--- src/rtl/reg_bank_write_arbiter.sv ---
// Round-robin write scheduler: grants one requester at a time to a shared
// bank of enable-gated registers, with a fixed IDLE -> WRITE -> ACK sequence.
module reg_bank_write_arbiter #(
    parameter int N_REQ  = 4,
    parameter int WIDTH  = 8,
    parameter int N_REGS = 8,
    localparam int AW    = $clog2(N_REGS),
    localparam int IW    = $clog2(N_REQ)
) (
    input  logic                   clk,
    input  logic                   reset,
    input  logic [N_REQ-1:0]       req,
    input  logic [N_REQ*AW-1:0]    req_addr,
    input  logic [N_REQ*WIDTH-1:0] req_data,
    output logic [N_REQ-1:0]       ack,
    output logic [N_REGS-1:0]      reg_en,
    output logic [WIDTH-1:0]       reg_d,
    output logic                   busy,
    output logic [IW-1:0]          grant_id
);

    typedef enum logic [1:0] {
        S_IDLE  = 2'd0,
        S_WRITE = 2'd1,
        S_ACK   = 2'd2
    } state_t;

    state_t            r_state;
    state_t            w_state_nxt;
    logic [IW-1:0]     r_grant;
    logic [IW-1:0]     r_last;
    logic [AW-1:0]     r_addr;
    logic [WIDTH-1:0]  r_data;

    logic              w_found;
    logic [IW-1:0]     w_win;
    logic [IW-1:0]     w_idx;

    // Search starts one past the last completed grant and takes the first set bit.
    always_comb begin
        w_found = 1'b0;
        w_win   = '0;
        w_idx   = '0;
        for (int unsigned k = 1; k <= N_REQ; k++) begin
            w_idx = IW'((32'(r_last) + k) % 32'(N_REQ));
            if (!w_found && req[w_idx]) begin
                w_found = 1'b1;
                w_win   = w_idx;
            end
        end
    end

    always_ff @(posedge clk) begin
        if (reset) begin
            r_state <= S_IDLE;
        end else begin
            r_state <= w_state_nxt;
        end
    end

    always_comb begin
        w_state_nxt = r_state;
        ack         = '0;
        reg_en      = '0;
        reg_d       = '0;
        busy        = (r_state != S_IDLE);
        grant_id    = r_grant;
        case (r_state)
            S_IDLE: begin
                if (w_found) begin
                    w_state_nxt = S_WRITE;
                end
            end
            S_WRITE: begin
                reg_en[r_addr] = 1'b1;
                reg_d          = r_data;
                w_state_nxt    = S_ACK;
            end
            S_ACK: begin
                ack[r_grant] = 1'b1;
                w_state_nxt  = S_IDLE;
            end
            default: begin
                w_state_nxt = S_IDLE;
            end
        endcase
    end

    // Inputs are latched only on arbitration; priority rotates only on a completed ack.
    always_ff @(posedge clk) begin
        if (reset) begin
            r_grant <= '0;
            r_last  <= IW'(N_REQ - 1);
            r_addr  <= '0;
            r_data  <= '0;
        end else begin
            if (r_state == S_IDLE && w_found) begin
                r_grant <= w_win;
                r_addr  <= req_addr[int'(w_win)*AW +: AW];
                r_data  <= req_data[int'(w_win)*WIDTH +: WIDTH];
            end
            if (r_state == S_ACK) begin
                r_last <= r_grant;
            end
        end
    end

endmodule

--- config.mk ---
export PLATFORM = sky130hd
export DESIGN_NAME = reg_bank_write_arbiter
export DESIGN_NICKNAME = d
export VERILOG_FILES = /design/src/rtl/reg_bank_write_arbiter.sv
export SDC_FILE = /design/constraint.sdc
export NUM_CORES = 1
export LEC_CHECK = 0
export ABC_CLOCK_PERIOD_IN_PS = 5200
export CAP_MARGIN = 10
export CORE_ASPECT_RATIO = 0.7
export CORE_MARGIN = 3
export CORE_UTILIZATION = 34
export CTS_CLUSTER_SIZE = 10
export DETAILED_ROUTE_END_ITERATION = 8
export PLACE_DENSITY = 0.84
export RECOVER_POWER = 25
export SETUP_SLACK_MARGIN = 0.05
export SYNTH_ARGS = -nofsm -noshare
export SYNTH_HDL_FRONTEND = slang
export SYNTH_SLANG_ARGS = --single-unit
--- constraint.sdc ---
create_clock -name clk -period 5.2 [get_ports clk]
set_input_delay 1.56 -clock clk [delete_from_list [all_inputs] [get_ports clk]]
set_output_delay 1.56 -clock clk [all_outputs]
set_load 0.02 [all_outputs]
==> results of run 1 <==
[cell families after synthesis]
group	count (synthesis)	synth area share (%)
and+or+nand+nor	68	31.6
buffers and inverters	9	6.13
muxes	18	15.0
DFF	17	28.3
AOI/OAI and AO/OA	29	19.0
[per-stage QoR]
step | worst slack (ns) | util [%] | cell area [sq um] | std cells | power (mW)
after global placement | 1.76 | 58.9 | 1930 | 256 | 0.322
after detailed placement | 1.69 | 58.9 | 1930 | 256 | 0.324
after global routing | 1.36 | 60.1 | 1970 | 260 | 0.444
final | 1.60 | 60.1 | 1970 | 260 | 0.417
after floorplan | 2.39 | - | 1200 | 141 | 0.259
after CTS | 1.56 | 60.3 | 1970 | 260 | 0.424
[placed cells by master (no fill, tap or decap), drive strengths merged]
master,synthesis,final
clkdlybuf4s50,0,66
mux2i,18,18
dfxtp,17,17
nor2,16,16
nand3,9,9
nand2,8,8
and2,8,8
nand2b,7,7
o221ai,7,7
nor3,6,6
dlygate4sd3,0,6
inv,5,5
a211oi,5,5
a31oi,4,4
and4,4,4
o31ai,4,4
nor2b,4,4
o21ai,4,4
clkbuf,1,3
a21oi,2,2
or2,2,2
and3,2,2
a21o,2,2
nor4,1,1
nor3b,1,1
o22ai,1,1
clkinv,0,1
[how the worst min path moves through the flow]
stage	startpoint	to
floorplan	r_data[1]$_SDFFE_PP0P_	r_data[1]$_SDFFE_PP0P_
global placement	r_data[3]$_SDFFE_PP0P_	r_data[3]$_SDFFE_PP0P_
detailed placement	r_data[7]$_SDFFE_PP0P_	r_data[7]$_SDFFE_PP0P_
CTS	r_data[3]$_SDFFE_PP0P_	r_data[3]$_SDFFE_PP0P_
global route	r_data[2]$_SDFFE_PP0P_	r_data[2]$_SDFFE_PP0P_
finish	r_data[7]$_SDFFE_PP0P_	r_data[7]$_SDFFE_PP0P_
[synth_stat cells]
cell / n / share of area (%)
buf_12: 2 / 3.3
dfxtp_1: 17 / 28
o21ai_1: 2 / 0.83
o31ai_1: 4 / 2.5
buf_6: 1 / 0.94
o22ai_1: 1 / 0.52
o21ai_0: 1 / 0.42
nand3_1: 9 / 3.7
o221ai_1: 7 / 5.1
nor2b_4: 1 / 1.1
a211oi_1: 4 / 2.5
and3_4: 1 / 0.94
nand2b_1: 7 / 3.6
nor2_1: 16 / 5.0
nor3_2: 1 / 0.83
a21o_4: 1 / 1.2
and4_2: 4 / 3.3
or2_1: 1 / 0.52
a211oi_2: 1 / 1.0
o21ai_4: 1 / 1.4
and2_1: 8 / 4.2
nor2b_1: 3 / 1.6
a21oi_1: 2 / 0.83
nor4_1: 1 / 0.52
inv_1: 5 / 1.6
nor3b_1: 1 / 0.62
a21o_1: 1 / 0.62
nor3_1: 5 / 2.1
nand2_1: 8 / 2.5
or2_2: 1 / 0.52
clkbuf_1: 1 / 0.31
mux2i_1: 18 / 15
and3_1: 1 / 0.52
a31oi_1: 4 / 2.1
[report_power, final]
| group | leakage [nW] | internal [mW] | switching (mW) |
|---|---|---|---|
| logic | 0.638 | 0.0848 | 0.0720 |
| registers | 0.141 | 0.147 | 0.0150 |
| clock network | 0.0255 | 0.0531 | 0.0452 |
[sequential cells by signal, summed over array words and instances, names as in the netlist]
name / cells
r_data: 8
r_addr: 3
grant_id: 2
r_last: 2
r_state: 2
[critical path, stage by stage (launching register included)]
cell and delay (ns):
dfxtp_1 0.37, nor2b_1 0.45, nand2_1 0.19, nor3_1 0.16, clkdlybuf4s50_1 0.63
[final cells by class]
type	count	area, sq um
Timing Repair Buffer	72	721
Clock buffer	3	41.3
Clock inverter	1	5.00
Tap cell	47	58.8
Inverter	5	18.8
Multi-Input combinational cell	115	785
Sequential cell	17	340
Fill cell	305	1310
[layer usage]
metal	share of wire [%]	up-vias
met2	47	36
met5	0	-
met4	0.17	0
li1	-	665
met1	47	591
met3	5.9	2
==> results.md, run 1 <==
- Largest net degree at the start of global routing: 19
- # clock sinks: 17
- Routed Antenna Nets: 0
- Worst Max-Slew Pin Slew: between 0.6 and 0.7 ns
- R2R depth: 4
- Vias: 1294
- M1 GR Usage: 22.4%
- Postcts setup bufs: 0
- RSZ-0062 raised after global routing: false
- Critical Path Sink Type: primary output
- N_diodes: 0
- Status: finished clean
- Reg2Reg Setup Slack: 3.37 ns
- Initial core utilization: 36.7%
- Final #Nets: roughly 260
- Vias per cell: about 5.0
- Wire length per cell: 13.4 um
- Final hold vios: 0
- FMAX: 0.278 GHz
- FP Rows: 17
- Startpoint types: flip-flop
- Critical Path Source: r_state[0]$_SDFFE_PP0P_
- Worst skew pair latency: 0.25 ns
- Static leakage: 0.804 nW
- Die Ht: 55.8 um
- I/O pin count: 73
- Root Buffer: clkbuf_8
- Critical Path End: reg_en[4]
- Hold_buf cts: 0
- Netlist cell types: 34
- Final setup vio count: 0
- Die area: 4300 sq um
- Clock buffer depth: 2
- Met2 Track Usage GR: around 27%
- Synth Cell Area: 1200 sq um
- WS Path Type: reg -> out
- Die X: roughly 77 um
- Clock slew at reported path FFs: ~0.060 ns
- Period utilization: slightly below 70%
- Crit Reg-Reg Startpoint: r_state[1]$_SDFFE_PP0P_
- Rel. slew slack: 54.7%
- Starting DRT DRC Count: 43
- Power density cells: around 210 nW/um^2
- Fraction of layout cells with a size suffix above 1: 6.57%
- Hold WS: 0.489 ns
- Period minus WS final: ~3.6 ns
- Crit Path Max Fanout: 9
- Met3 Track Usage GR: 4.85%
- Seq/Total Area, Yosys: 28.3%
- Setup tns final: 0 ns
- Initial antenna violation count: 0
- Core Region: approximately 3300 sq um
- HPWL after DPL: 2810 um
- GPL Wtd Cong: between 0.7 and 0.8
- First-pass iteration count of the detailed router: 4
- Port bufs: 72
- Worst min-delay path class: reg -> reg
- Syn Inst Count: 141
- Ys Warns: 0
- Max Slew Vio Count: 0
- Gr usage total: around 17%
- Worst hold path depth: 2
- #FFs+latches synth: 17
- Post-CTS sizing: 0
- Setup Skew: 0.00532 ns
- Residual DRC: 0
- Peak supply drop: 0.131 mV
- Syn Nets: 191
- Vias in the first global route: 1210
- Max-cap violation count: 0
- Synthesis-to-layout area growth: 63.6%
- Data arrival time of the worst path: 2.04 ns
- Clock H-tree levels: 1
- First-pass GRT wire length: approximately 5900 um
- GRT busiest layer: met2
- Clock buffer count from CTS: 3
- TritonCTS clock tree: yes
- GRT overflow: 0
- R2r endpoint: r_addr[1]$_SDFFE_PP0P_
- Avg Cell Area, Syn: ~8.5 sq um
- Total wire length: 3480 um
- Required @ worst endpoint: between 3 and 4 ns
(Power assumes the default switching activity.)
==> inputs of run 2 (changes only) <==
ABC_CLOCK_PERIOD_IN_PS = 3200   (was 5200)
PLACE_DENSITY = 0.87   (was 0.84)
clock period = 3.2 ns   (was 5.2 ns; I/O delays follow)
==> run 2 against run 1 <==
  * Total power up 63%
  * Critical path depth unchanged
  * Die area unchanged
  * Worst setup slack worse by 1.3 ns
  * Largest power group unchanged
  * Highest routed layer unchanged
==> results.md, run 2 (same netlist as run 1, synthesis figures left out) <==
- Status: finished clean
- Reg with most FFs: r_data
- I/O pin count: 73 (unchanged)
- Wire length per cell: 13.5 um (+0.52%)
- Hold_buf cts: 0 (unchanged)
- Cell count along the critical path: 4 (unchanged)
- Final hold vios: 0 (unchanged)
- Startpoint types: flip-flop
- HPWL after DPL: 2810 um (about the same)
- Fraction of layout cells with a size suffix above 1: 6.98% (+0.40 points)
- Initial core utilization: 36.7% (unchanged)
- Peak supply drop: 0.168 mV (+29%)
- Total power: 0.680 mW (+63%)
- GPL Wtd Cong: 0.805 (+7.8%)
- Largest delay share family, worst path: simple AND/OR/NAND/NOR gates
- Max Slew Vio Count: 0 (unchanged)
- Vias per cell: 5.06 (+1.7%)
- Vias: 1326 (+2.5%)
- Static leakage: 0.811 nW (+0.88%)
- Vias in the first global route: 1181 (-2.4%)
- RSZ-0062 raised after global routing: false
- Routed Antenna Nets: 0 (unchanged)
- Required @ worst endpoint: 2.24 ns (-1.40 ns)
- Clock slew at reported path FFs: 0.06 ns (about the same)
- R2R depth: 4 (unchanged)
- Final #Nets: 266 (+0.76%)
- Worst Max-Slew Pin Slew: 0.706 ns (+0.0325 ns)
- Most common cell after layout, fill and taps aside: clkdlybuf4s50_1
- Worst min-delay path class: reg -> reg
- FP Rows: 17 (unchanged)
- Largest net degree at the start of global routing: 19 (unchanged)
- Worst skew pair latency: 0.25 ns (about the same)
- Gr usage total: 16.1% (-0.53 points)
- FMAX: 0.346 GHz
- First-pass iteration count of the detailed router: 4 (unchanged)
- TritonCTS clock tree: yes
- Post-CTS sizing: 0 (unchanged)
- Die Ht: 55.8 um (unchanged)
- Root Buffer: clkbuf_8
- Power density cells: 343 nW/um^2 (+62%)
- Period utilization: approximately 90%
- Critical Path Sink Type: primary output
- Buffers & Inverters on Critical Path: 1 (unchanged)
- Worst hold path depth: 2 (unchanged)
- First-pass GRT wire length: 5650 um (-4.1%)
- Most frequent cells in the layout: clkdlybuf4s50_1 (66), mux2i_1 (18), dfxtp_1 (17)
- Starting DRT DRC Count: 65 (+51%)
- Final setup vio count: 0 (unchanged)
- Biggest regs: r_data (8), r_addr (3)
- Period minus WS final: 2.89 ns
- Die X: 77.1 um (unchanged)
- Postcts setup bufs: 0 (unchanged)
- CP cell instances: nor2b_1, nand2_1, nor3_1, clkdlybuf4s50_1
- Clock H-tree levels: 1 (unchanged)
- Setup Skew: 0.00750 ns (+0.00217 ns)
- Core Region: 3280 sq um (unchanged)
- GRT overflow: 0 (unchanged)
- Synthesis-to-layout area growth: 64.8%
- Clock buffer count from CTS: 3 (unchanged)
- CP max stage cell: clkdlybuf4s50_1
- Die area: 4300 sq um (unchanged)
- WS Path Type: reg -> out
- N_diodes: 0 (unchanged)
- Largest register FFs: 8 (unchanged)
- Clock buffer depth: 2 (unchanged)
- Total wire length: 3530 um (+1.3%)
- Rel. slew slack: 52.5% (-2.2 points)
- Data arrival time of the worst path: 1.93 ns (-0.11 ns)
- Setup tns final: 0 ns (unchanged)
- # clock sinks: 17 (unchanged)
- Max incr delay on CP: 0.64 ns (about the same)
- Initial antenna violation count: 0 (unchanged)
- Crit Path Max Fanout: 5 (-4)
- Residual DRC: 0 (unchanged)
- Port bufs: 72 (unchanged)
- Max-cap violation count: 0 (unchanged)
-- run 2: power by group --
part	internal (mW)	switching, mW
Sequential	0.239	0.0237
Clock	0.0882	0.0687
Combinational	0.142	0.119
Total	0.469	0.211
-- run 2: final timing paths --
path	startpoint	slack (ns)	to
worst min-delay path	r_data[7]$_SDFFE_PP0P_	0.48	r_data[7]$_SDFFE_PP0P_
worst max-delay path	r_state[0]$_SDFFE_PP0P_	0.31	reg_en[4]
worst min register to register	r_data[7]$_SDFFE_PP0P_	0.48	r_data[7]$_SDFFE_PP0P_
worst max register to register	r_state[1]$_SDFFE_PP0P_	1.34	r_addr[1]$_SDFFE_PP0P_
-- run 2: final cells by class --
type	instances	area, sq um
fill	310	1290
timing repair buffer	74	736
tap	47	58.8
multi-input combinational	115	785
clock buffer	4	45.0
sequential	17	340
inverter	5	18.8
-- run 2: metal layers --
| layer | vias to the layer above | track usage (%) | share of wire [%] |
|---|---|---|---|
| li1 | 670 | - | - |
| met1 | 597 | 21.0 | 47 |
| met2 | 57 | 26.6 | 45 |
| met3 | 2 | 4.85 | 7.7 |
| met4 | 0 | 3.05 | 0.60 |
| met5 | - | 0 | 0 |
-- run 2: worst register-to-register path: cells and delay by family, from the launching register on --
kind / cells / cell delay (ns)
flops: 1 / 0.33
compound gates: 2 / 0.46
simple gates: 2 / 0.92
-- run 2: per-stage QoR --
step	setup slack (ns)	instance area [sq um]	hold slack (ns)	util, %	instances
after floorplan	0.988	1200	0.445	-	141
after global placement	0.391	1940	0.464	59.3	258
after detailed placement	0.283	1940	0.470	59.3	258
after CTS	0.294	1990	0.486	60.7	262
after global routing	0.162	1980	0.507	60.5	262
final	0.310	1980	0.483	60.5	262
